File: src/rtl/wb_pkg.sv
// Shared types for the Wishbone classic master: core command encoding
// and master FSM states.
package wb_pkg;

  typedef enum logic [1:0] {
    NONE  = 2'b00,
    LOAD  = 2'b01,
    STORE = 2'b10
  } wb_command_t;

  typedef enum logic [1:0] {
    IDLE   = 2'b00,
    ACTIVE = 2'b01,
    DONE   = 2'b10
  } wb_master_state_t;

endpackage

File: src/rtl/wb_watchdog.sv
// Bus-cycle watchdog: reloads on clear, counts down while enabled and
// flags expiry on the last allowed wait cycle.
module wb_watchdog #(
  parameter int unsigned TIMEOUT_CYCLES = 255
) (
  input  logic clk_in,
  input  logic reset_in,
  input  logic clear_in,
  input  logic enable_in,
  output logic expired_out
);

  localparam int unsigned CW = $clog2(TIMEOUT_CYCLES + 1);
  localparam logic [CW-1:0] START_VAL = CW'(TIMEOUT_CYCLES - 1);

  logic [CW-1:0] cnt_q;
  logic [CW-1:0] cnt_d;

  always_comb begin
    cnt_d = cnt_q;
    if (clear_in) begin
      cnt_d = START_VAL;
    end else if (enable_in && (cnt_q != '0)) begin
      cnt_d = cnt_q - CW'(1);
    end
  end

  always_ff @(posedge clk_in or posedge reset_in) begin
    if (reset_in) begin
      cnt_q <= START_VAL;
    end else begin
      cnt_q <= cnt_d;
    end
  end

  assign expired_out = enable_in && (cnt_q == '0);

endmodule

File: src/rtl/wb_classic_master.sv
// Wishbone B4 classic single-cycle master for the load/store unit.
// Optional watchdog enabled by defining WB_MASTER_TIMEOUT_EN.
module wb_classic_master
  import wb_pkg::*;
#(
  parameter int unsigned DATA_WIDTH     = 32,
  parameter int unsigned ADDR_WIDTH     = 32,
  parameter int unsigned TIMEOUT_CYCLES = 255
) (
  input  logic                    clk_in,
  input  logic                    reset_in,
  input  logic [1:0]              cmd_in,
  input  logic [ADDR_WIDTH-1:0]   addr_in,
  input  logic [DATA_WIDTH-1:0]   wdata_in,
  input  logic [DATA_WIDTH/8-1:0] wmask_in,
  output logic                    busy_out,
  output logic                    done_out,
  output logic                    err_out,
  output logic [DATA_WIDTH-1:0]   rdata_out,
  output logic                    wb_cyc_out,
  output logic                    wb_stb_out,
  output logic                    wb_we_out,
  output logic [ADDR_WIDTH-1:0]   wb_adr_out,
  output logic [DATA_WIDTH-1:0]   wb_dat_out,
  output logic [DATA_WIDTH/8-1:0] wb_sel_out,
  input  logic [DATA_WIDTH-1:0]   wb_dat_in,
  input  logic                    wb_ack_in,
  input  logic                    wb_err_in
);

  localparam int unsigned SEL_WIDTH = DATA_WIDTH / 8;

  if ((DATA_WIDTH % 8 != 0) || (TIMEOUT_CYCLES < 2)) begin : g_bad_param
    $error("wb_classic_master: invalid DATA_WIDTH or TIMEOUT_CYCLES");
  end

  wb_master_state_t      state_q, state_d;
  logic                  we_q, we_d;
  logic                  err_q, err_d;
  logic [ADDR_WIDTH-1:0] adr_q, adr_d;
  logic [DATA_WIDTH-1:0] dat_q, dat_d;
  logic [SEL_WIDTH-1:0]  sel_q, sel_d;
  logic [DATA_WIDTH-1:0] rdata_q, rdata_d;
  logic                  accept;
  logic                  timeout;

  assign accept = (state_q == IDLE) &&
                  ((cmd_in == LOAD) || (cmd_in == STORE));

`ifdef WB_MASTER_TIMEOUT_EN
  wb_watchdog #(
    .TIMEOUT_CYCLES(TIMEOUT_CYCLES)
  ) u_watchdog (
    .clk_in     (clk_in),
    .reset_in   (reset_in),
    .clear_in   (accept),
    .enable_in  ((state_q == ACTIVE) && !wb_ack_in && !wb_err_in),
    .expired_out(timeout)
  );
`else
  assign timeout = 1'b0;
`endif

  always_comb begin
    state_d = state_q;
    we_d    = we_q;
    err_d   = err_q;
    adr_d   = adr_q;
    dat_d   = dat_q;
    sel_d   = sel_q;
    rdata_d = rdata_q;
    unique case (state_q)
      IDLE: begin
        if (accept) begin
          state_d = ACTIVE;
          adr_d   = addr_in;
          dat_d   = wdata_in;
          we_d    = (cmd_in == STORE);
          sel_d   = (cmd_in == STORE) ? wmask_in : '1;
        end
      end
      ACTIVE: begin
        // err outranks ack; the watchdog only fires with no termination
        if (wb_err_in) begin
          err_d   = 1'b1;
          state_d = DONE;
        end else if (wb_ack_in) begin
          err_d   = 1'b0;
          state_d = DONE;
          if (!we_q) begin
            rdata_d = wb_dat_in;
          end
        end else if (timeout) begin
          err_d   = 1'b1;
          state_d = DONE;
        end
      end
      DONE: begin
        state_d = IDLE;
      end
      default: begin
        state_d = IDLE;
      end
    endcase
  end

  always_ff @(posedge clk_in or posedge reset_in) begin
    if (reset_in) begin
      state_q <= IDLE;
      we_q    <= 1'b0;
      err_q   <= 1'b0;
      adr_q   <= '0;
      dat_q   <= '0;
      sel_q   <= '0;
      rdata_q <= '0;
    end else begin
      state_q <= state_d;
      we_q    <= we_d;
      err_q   <= err_d;
      adr_q   <= adr_d;
      dat_q   <= dat_d;
      sel_q   <= sel_d;
      rdata_q <= rdata_d;
    end
  end

  assign busy_out   = (state_q == ACTIVE);
  assign wb_cyc_out = (state_q == ACTIVE);
  assign wb_stb_out = (state_q == ACTIVE);
  assign done_out   = (state_q == DONE);
  assign err_out    = err_q;
  assign rdata_out  = rdata_q;
  assign wb_we_out  = we_q;
  assign wb_adr_out = adr_q;
  assign wb_dat_out = dat_q;
  assign wb_sel_out = sel_q;

endmodule

File: config.mk
export PLATFORM = sky130hd
export DESIGN_NAME = wb_classic_master
export DESIGN_NICKNAME = d
export VERILOG_FILES = /design/src/rtl/wb_pkg.sv /design/src/rtl/wb_watchdog.sv /design/src/rtl/wb_classic_master.sv
export SDC_FILE = /design/constraint.sdc
export NUM_CORES = 1
export LEC_CHECK = 0
export BUFFER_PORTS_ARGS = -buffer_cell sky130_fd_sc_hd__buf_2
export CORE_AREA = 5 5 143 111
export CTS_CLUSTER_SIZE = 14
export DETAILED_ROUTE_END_ITERATION = 16
export DIE_AREA = 0 0 148 116
export GPL_TIMING_DRIVEN = 0
export PLACE_DENSITY = 0.52
export RECOVER_POWER = 100
export SYNTH_ARGS = -nofsm -noshare
export SYNTH_HDL_FRONTEND = slang
export SYNTH_SLANG_ARGS = --single-unit
File: constraint.sdc
create_clock -name clk_in -period 3.6 [get_ports clk_in]
set_clock_uncertainty 0.2 [all_clocks]
set_input_delay 0.18 -clock clk_in [delete_from_list [all_inputs] [get_ports clk_in]]
set_output_delay 0.18 -clock clk_in [all_outputs]
set_load 0.005 [all_outputs]
# == After elaboration in Yosys (flattened, before gate mapping) ==
# Cells that the tools add are included.
# totals
output_inout_bits,106
in_bits,106
word_cells,30
register_bits,104
# classes
n_mux,7
reduce_logical,8
bitwise_logic,2
n_eq_ne,6
# ops
op,n
2-bit two-way mux,3
2-bit AND reduction,3
2-bit by 1-bit == test with 1-bit output (second input constant),2
2-bit == test (second input constant),2
4-bit two-way mux,1
2-bit case mux with 2 select lines,1
4-bit AND reduction,1
3-bit by 1-bit inequality test with 1-bit output (second input constant),1
2-bit logical NOT,1
1-bit two-way mux,2
2-bit inequality test (second input constant),1
1-bit inverter,2
2-bit nonzero test,1
1-bit logical AND,1
1-bit logical OR,1

# == Longest topological paths before layout ==
# Gate-level depths: netlist of the first run.
# logic_depth
ltp_word,5
ltp_mapped,7
depth_no_buf,5

# == Worst setup path after synthesis of the first run ==
# Ideal clock, no wire load.
# synth_path
path_kind,input port to flip-flop
start,input cmd_in[0]
end,"register adr_q[0], in the netlist wb_adr_out[0]"
setup_ns,0.125
arrival_time_ns,1.277
path_stages,6
n_path_buf,2
t_required_ns,3.275
setup_slack_ns,1.998
path_cell_list,inv_1 > ha_1 > nor3_2 > buf_4 > buf_4 > mux2_2
# synth_between
elab_chain_cells,4
elab_cells_between_ends,5
cone_classes,2 x eq/ne; 3 x reduce/logical
# synth_rtl
element,line_no,text
start: declaration,wb_classic_master.sv:12,"input logic [1:0] cmd_in,"
2-bit by 1-bit == test with 1-bit output / 2-bit == test (equally long branches),wb_classic_master.sv:48,((cmd_in == LOAD) || (cmd_in == STORE));
1-bit logical OR (*),wb_classic_master.sv:48,
1-bit logical AND (*),wb_classic_master.sv:47,assign accept = (state_q == IDLE) &&
2-bit AND reduction (no source line) (*),-,
end signal: assignment,wb_classic_master.sv:120,adr_q <= adr_d;
end: declaration,wb_classic_master.sv:40,"logic [ADDR_WIDTH-1:0] adr_q, adr_d;"
# Mark *: on every way between the ends. The rest lies on a longest branch, timed or not.
# A chain may end at the register's enable or synchronous reset.

# == Worst setup path in the final report of the first run ==
# layout_path
start,register state_q[0]
end,"register adr_q[0], in the netlist wb_adr_out[0]"
# layout_between
elab_chain_cells,3
# layout_rtl
element,line_no,text
start: declaration,wb_classic_master.sv:37,"wb_master_state_t state_q, state_d;"
start signal: assignment,wb_classic_master.sv:117,state_q <= state_d;
2-bit logical NOT (*),"wb_classic_master.sv:47, wb_classic_master.sv:72",
1-bit logical AND,wb_classic_master.sv:47,
2-bit AND reduction (no source line) (*),-,
# Marks and branches as above.

==> results of run 1 <==
## power groups by stage
| stage | clock network (W) | registers, W | logic, W |
|---|---|---|---|
| after floorplan | 0 | 0.00210 | 0.000876 |
| after global placement | 0 | 0.00204 | 0.00174 |
| after detailed placement | 0 | 0.00205 | 0.00178 |
| after CTS | 0.000949 | 0.00205 | 0.00187 |
| after global routing | 0.00100 | 0.00213 | 0.00172 |
| final | 0.000911 | 0.00205 | 0.00156 |
## layout make-up
class | count | area [sq um] | area share
well taps | 180 | 225 | 0.0351
multi-input cells | 116 | 1210 | 0.189
flip-flops and latches | 104 | 2600 | 0.406
inverters | 6 | 23.8 | 0.00370
plain buffers | 13 | 56.3 | 0.00877
clock buffers | 11 | 233 | 0.0363
clock inverters | 5 | 38.8 | 0.00604
repair buffers | 316 | 2030 | 0.316
## path summary, 6_finish.rpt
check	to	depth (start not counted)	slack, ns
max	wb_adr_out[0]	4	1.30
min	wb_sel_out[1]	3	0.11
max reg2reg	wb_adr_out[0]	4	1.30
min reg2reg	rdata_out[3]	1	0.30
max in group asynchronous	rdata_out[16]	4	1.64
min in group asynchronous	wb_dat_out[24]	3	0.60
## timing repair
| action | CTS | global route |
|---|---|---|
| hold buffers | 104 | 0 |
| endpoints found under the hold margin | 139 | 0 |
| setup buffers | 0 | 0 |
| gates resized for setup | 0 | 0 |
| endpoints found under the setup margin | 0 | 0 |
## logic make-up (layout without fill, tap and decap cells)
logic type               after synthesis  after routing  synth area share
flip-flops                           104            104             0.639
buffers and inverters                 19            351            0.0317
AO/OA/AOI/OAI                          6              6            0.0101
adder cells (fa/ha/maj)                1              1           0.00307
AND/OR/NAND/NOR                       12             12            0.0197
multiplexers                          97             97             0.296
## layer usage
metal,global-route usage,vias to the layer above,routed length [um]
met5,0,-,0
met4,0.0338,0,158
met3,0.0414,10,748
met2,0.236,123,5680
met1,0.148,1496,4650
li1,-,1477,-
## flip-flops by register name (all words and copies together), names as in the netlist
register,flops
rdata_out,32
wb_adr_out,32
wb_dat_out,32
wb_sel_out,4
state_q,2
err_out,1
wb_we_out,1
## per-stage QoR
step	setup TNS, ns	setup WS (ns)	instances	area, sq um	total power, W
floorplan	0	0.488	239	4070	0.00297
global placement	-83.13	-0.805	630	5350	0.00378
detailed placement	0	1.75	631	5380	0.00384
CTS	0	1.79	751	6690	0.00487
global route	0	1.09	751	6420	0.00486
finish	0	1.30	751	6420	0.00452
## worst max-delay path: cells and delay by family (launching register included)
family / cells / cell delay [ns]
buffers and inverters: 2 / 0.97
multiplexers: 1 / 0.40
flip-flops: 1 / 0.39
AND/OR/NAND/NOR: 1 / 0.22
## cells in the final DEF (no fill, tap or decap), types with 2 or more instances in the layout
cell type,instances
buf_2,132
dfrtp_1,104
dlygate4sd3_1,104
clkbuf_1,91
mux2_2,67
mux2_1,27
clkbuf_16,9
nor2_1,6
inv_1,5
a31oi_1,4
nor2b_1,3
mux2_4,3
buf_4,2
inv_6,2
==> results.md, run 1 <==
- Run status: complete, but fails checks
- Failing checks: capacitance limit, slew limit
- Max incr delay on CP: 0.49 ns
- CP Max Fanout: 10
- Sw power: 0.00141 W
- Crit path cell chain: nor3_1 -> clkbuf_1 -> clkbuf_1 -> mux2_2
- Pwr dens: 704 nW/um^2
- Post-synth EDFFs: 0
- Combinational Power Share: 0.346
- Clk buf depth: 2
- Drt pass-1 iters: 4
- Max-cap violation count: 1
- DRC Markers: 0
- Hold_ws: 0.108 ns
- Post-synth top area share: 0.639
- Clock root buffer: clkbuf_16
- Cell count after synthesis: 239
- Max rail drop VDD: 0.241 mV
- Critical Path Source Type: register
- Syn. warnings: 0
- Hold Vio Cnt, Final: 0
- Ant. Diodes: 0
- I/O Buffers: 211
- Sequential-to-total area share from yosys stat: 0.639
- Crit path from: state_q[0]
- Num CTS Buffers: 9
- Final design utilization: 0.451
- Row count: 38
- Crit path max-delay cell type: clkbuf_1
- Unrepaired setup endpoints after global routing: false
- GRT Total Usage: 0.129
- Clk_lat worst skew: 0.34 ns
- Net Count, Synth: 346
- Most frequent cells after synthesis: dfrtp_1 (104), mux2_2 (67), mux2_4 (30)
- Crit path kind: reg2reg
- HP Start: cmd_in[1]
- CTS Sinks: 104
- Slew HR: -0.169
- Worst setup EP type: register
- Core area: 14200 sq um
- Post-synth top area cell: dfrtp_1
- Vias in the first global route: 3532
- Cell-internal power: 0.00311 W
- Crit path time final: 2.30 ns
- Seq cells post-synth: 104
- Layout cells sized above 1: 0.385
- CP most frequent cell: clkbuf_1
- Fmax: 0.435 GHz
- Total gr overflow: 0
- Ys async rst share: 1.00
- Die W: 148 um
- Post-Syn Area: 4070 sq um
- Top post-synthesis cells by area: dfrtp_1 (64%), mux2_2 (19%), mux2_4 (11%), buf_4 (1.7%), buf_6 (0.83%)
- Slew @ Worst Pin: 1.74 ns
- CTS H-tree depth: 3
- Clk pwr share: 0.202
- Final wirelength: 11200 um
- RD Place Congestion: 0.694
- Top_reg_cell synth: dfrtp_1
- Largest net degree at the start of global routing: 69
- Layout area overhead: 57.7%
- Worst R2R Start: state_q[0]
- CTS tree: yes
- Worst EP arrival: 2.32 ns
- Unique masters post-synth: 17
- Chip height: 116 um
- IO Count: 212
- Remaining antenna violation count: 0
- Routed len/inst: 15.0 um
- Register share of total power: 0.453
- Syn_area_per_cell: 17.0 sq um
- WP data required: 3.62 ns
- Hold Crit Class: in2reg
- Starting Density: 0.286
- Count of final max-slew check failures: 37
- Initial antenna violation count: 0
- Clock slew at reported path FFs: 0.07 ns
- Vias: 3106
- Final setup viols: 0
- Count leader, synth: dfrtp_1
- Crit share post-route: 0.638
- FILL cells: 1351
- DR iter-0 viols: 59
- Switching Fraction: 0.312
- Die area: 17200 sq um
- LEAKAGE: 2.92 nW
- Via density: 4.14
- First-pass GRT wire length: 17600 um
- Dpl hpwl: 7740 um
- Nets: 673
(Power assumes the default switching activity.)
==> inputs of run 2 (changes only) <==
- clock period: 3.6 -> 2.4 ns (I/O delays scaled with it)
==> results.md, run 2 (synthesis gave the netlist of run 1 again) <==
- Run status: complete, but fails checks
- Failing checks: capacitance limit, slew limit
- Hold Crit Class: in2reg
- Commonest non-fill, non-tap cell in the layout: buf_2
- Pre-CTS WS: 0.584 ns (-1.17 ns)
- Switching Fraction: 0.310 (-0.00168)
- Dpl hpwl: 7710 um (-0.38%)
- Chip height: 116 um (unchanged)
- CTS tree: yes
- HP Start: cmd_in[1]
- Worst R2R Start: state_q[1]
- Row count: 38 (unchanged)
- CP Max Fanout: 10 (unchanged)
- Area after DPL: 5400 sq um (+0.26%)
- Crit path kind: reg2reg
- First-pass GRT wire length: 17600 um (about the same)
- Max rail drop VDD: 0.444 mV (+85%)
- Initial antenna violation count: 0 (unchanged)
- Register share of total power: 0.446 (-0.007)
- IO Count: 212 (unchanged)
- Vias in the first global route: 3484 (-1.4%)
- Remaining antenna violation count: 0 (unchanged)
- Largest net degree at the start of global routing: 41 (-41%)
- Via density: 4.18 (+1.2%)
- I/O Buffers: 211 (unchanged)
- Slew @ Worst Pin: 1.51 ns (-0.238 ns)
- CTS Sinks: 104 (unchanged)
- Crit share post-route: 0.879 (+0.241)
- Setup bufs post-CTS: 0 (unchanged)
- Worst reg-to-reg path cell count: 6 (+2)
- Crit path time final: 2.11 ns (-0.188 ns)
- Max-cap violation count: 1 (unchanged)
- Fmax: 0.474 GHz (+8.9%)
- Clock root buffer: clkbuf_16
- TNS Setup: 0 ns (unchanged)
- Vias: 3163 (+1.8%)
- Crit path cell chain: nor3_1 -> buf_4 -> buf_4 -> nor2_1 -> a31oi_1 -> dlygate4sd3_1
- DRC Markers: 0 (unchanged)
- Final wirelength: 11200 um (-0.28%)
- Core area: 14200 sq um (unchanged)
- Clock slew at reported path FFs: 0.07 ns (about the same)
- Combinational Power Share: 0.351 (+0.005)
- Final WS setup: 0.291 ns (-1.01 ns)
- RD Place Congestion: 0.743 (+7.0%)
- Ant. Diodes: 0 (unchanged)
- Cell-internal power: 0.00476 W (+53%)
- Die area: 17200 sq um (unchanged)
- LEAKAGE: 2.97 nW (+1.9%)
- Fin area: 6520 sq um (+1.6%)
- Clk pwr share: 0.203 (about the same)
- Starting Density: 0.286 (unchanged)
- Layout cells sized above 1: 0.401 (+0.0158)
- Pwr dens: 1060 nW/um^2 (+50%)
- Crit path max-delay family: buffers and inverters
- Placed insts: 632 (+0.16%)
- Max incr delay on CP: 0.57 ns (+0.08 ns)
- Total gr overflow: 0 (unchanged)
- Worst setup EP type: register
- Slew HR: -0.00962 (+0.159)
- Routed len/inst: 14.8 um (-0.94%)
- Clk_lat worst skew: 0.34 ns (about the same)
- Hold Vio Cnt, Final: 0 (unchanged)
- Drt pass-1 iters: 4 (unchanged)
- Crit path max-delay cell type: dlygate4sd3_1
- Crit path from: state_q[1]
- CTS H-tree depth: 3 (unchanged)
- FILL cells: 1329 (-1.6%)
- Final setup viols: 0 (unchanged)
- Stages on the worst setup path: 6 (+2)
- Critical Path Source Type: register
- Buf/Inv on CP: 3 (+1)
- Post-Layout Cell Count: 756 (+0.67%)
- CP most frequent cell: buf_4
- Layout area overhead: 60.2%
- Sw power: 0.00214 W (+52%)
- Num CTS Buffers: 9 (unchanged)
- Nets: 678 (+0.74%)
- Hold Path Stages: 3 (unchanged)
- Most frequent cells in the layout: buf_2 (135), dlygate4sd3_1 (108), dfrtp_1 (104), clkbuf_1 (85), mux2_2 (67)
- Die W: 148 um (unchanged)
- Hold_ws: 0.0402 ns (-0.0680 ns)
- Unrepaired setup endpoints after global routing: false
- Clk buf depth: 2 (unchanged)
- GRT Total Usage: 0.131 (+0.00127)
- DR iter-0 viols: 73 (+24%)
- WP data required: 2.48 ns (-1.14 ns)
- Worst EP arrival: 2.19 ns (-0.13 ns)
- Count of final max-slew check failures: 31 (-16%)
-- run 2: cell count changes in the layout (fill, tap and decap cells not counted), moves of 2 or more --
cell | previous run | this run
buf_12 | 0 | 2
clkbuf_4 | 0 | 2
buf_2 | 132 | 135
clkbuf_1 | 91 | 85
dlygate4sd3_1 | 104 | 108
-- run 2: worst paths after layout --
path,slack (ns),to
setup / recovery,0.29,wb_sel_out[1]
hold / removal,0.04,wb_sel_out[0]
setup reg to reg,0.29,wb_sel_out[1]
hold reg to reg,0.30,rdata_out[3]
max in group asynchronous,0.71,rdata_out[30]
min in group asynchronous,0.49,wb_adr_out[13]
-- run 2: per-layer routing --
metal / up-vias / part of all wire / track usage
met5: - / 0 / 0
met4: 0 / 0.021 / 0.0511
met3: 20 / 0.085 / 0.0496
met2: 139 / 0.47 / 0.222
met1: 1506 / 0.42 / 0.151
li1: 1498 / - / -
-- run 2: worst register-to-register path: stages, from the launching register on --
cell,delay (ns)
dfrtp_1,0.42
nor3_1,0.25
buf_4,0.24
buf_4,0.19
nor2_1,0.05
a31oi_1,0.13
dlygate4sd3_1,0.57
-- run 2: cell type report --
class | count | area (sq um) | share of cell area
well taps | 180 | 225 | 0.0345
inverters | 6 | 23.8 | 0.00365
clock buffers | 11 | 243 | 0.0372
multi-input cells | 116 | 1240 | 0.190
flip-flops and latches | 104 | 2600 | 0.399
plain buffers | 13 | 67.6 | 0.0104
repair buffers | 321 | 2080 | 0.319
clock inverters | 5 | 38.8 | 0.00595
-- run 2: what timing repair did --
item                      in CTS  in global routing
gates resized for setup        0                  0
hold buffers                 108                  0
hold endpoints to repair     133                  0
-- run 2: metrics by stage --
| step | utilization | power (W) |
|---|---|---|
| after CTS | 0.475 | 0.00736 |
| final | 0.459 | 0.00689 |
| after global placement | 0.377 | 0.00567 |
| after global routing | 0.459 | 0.00737 |
| after detailed placement | 0.380 | 0.00574 |
| after floorplan | - | 0.00446 |
-- run 2: power groups by stage --
stage / Clock (W) / Sequential [W] / Combinational, W
after floorplan: 0 / 0.00314 / 0.00131
final: 0.00140 / 0.00307 / 0.00242
after detailed placement: 0 / 0.00308 / 0.00266
after CTS: 0.00146 / 0.00307 / 0.00283
after global routing: 0.00152 / 0.00319 / 0.00266
after global placement: 0 / 0.00307 / 0.00260
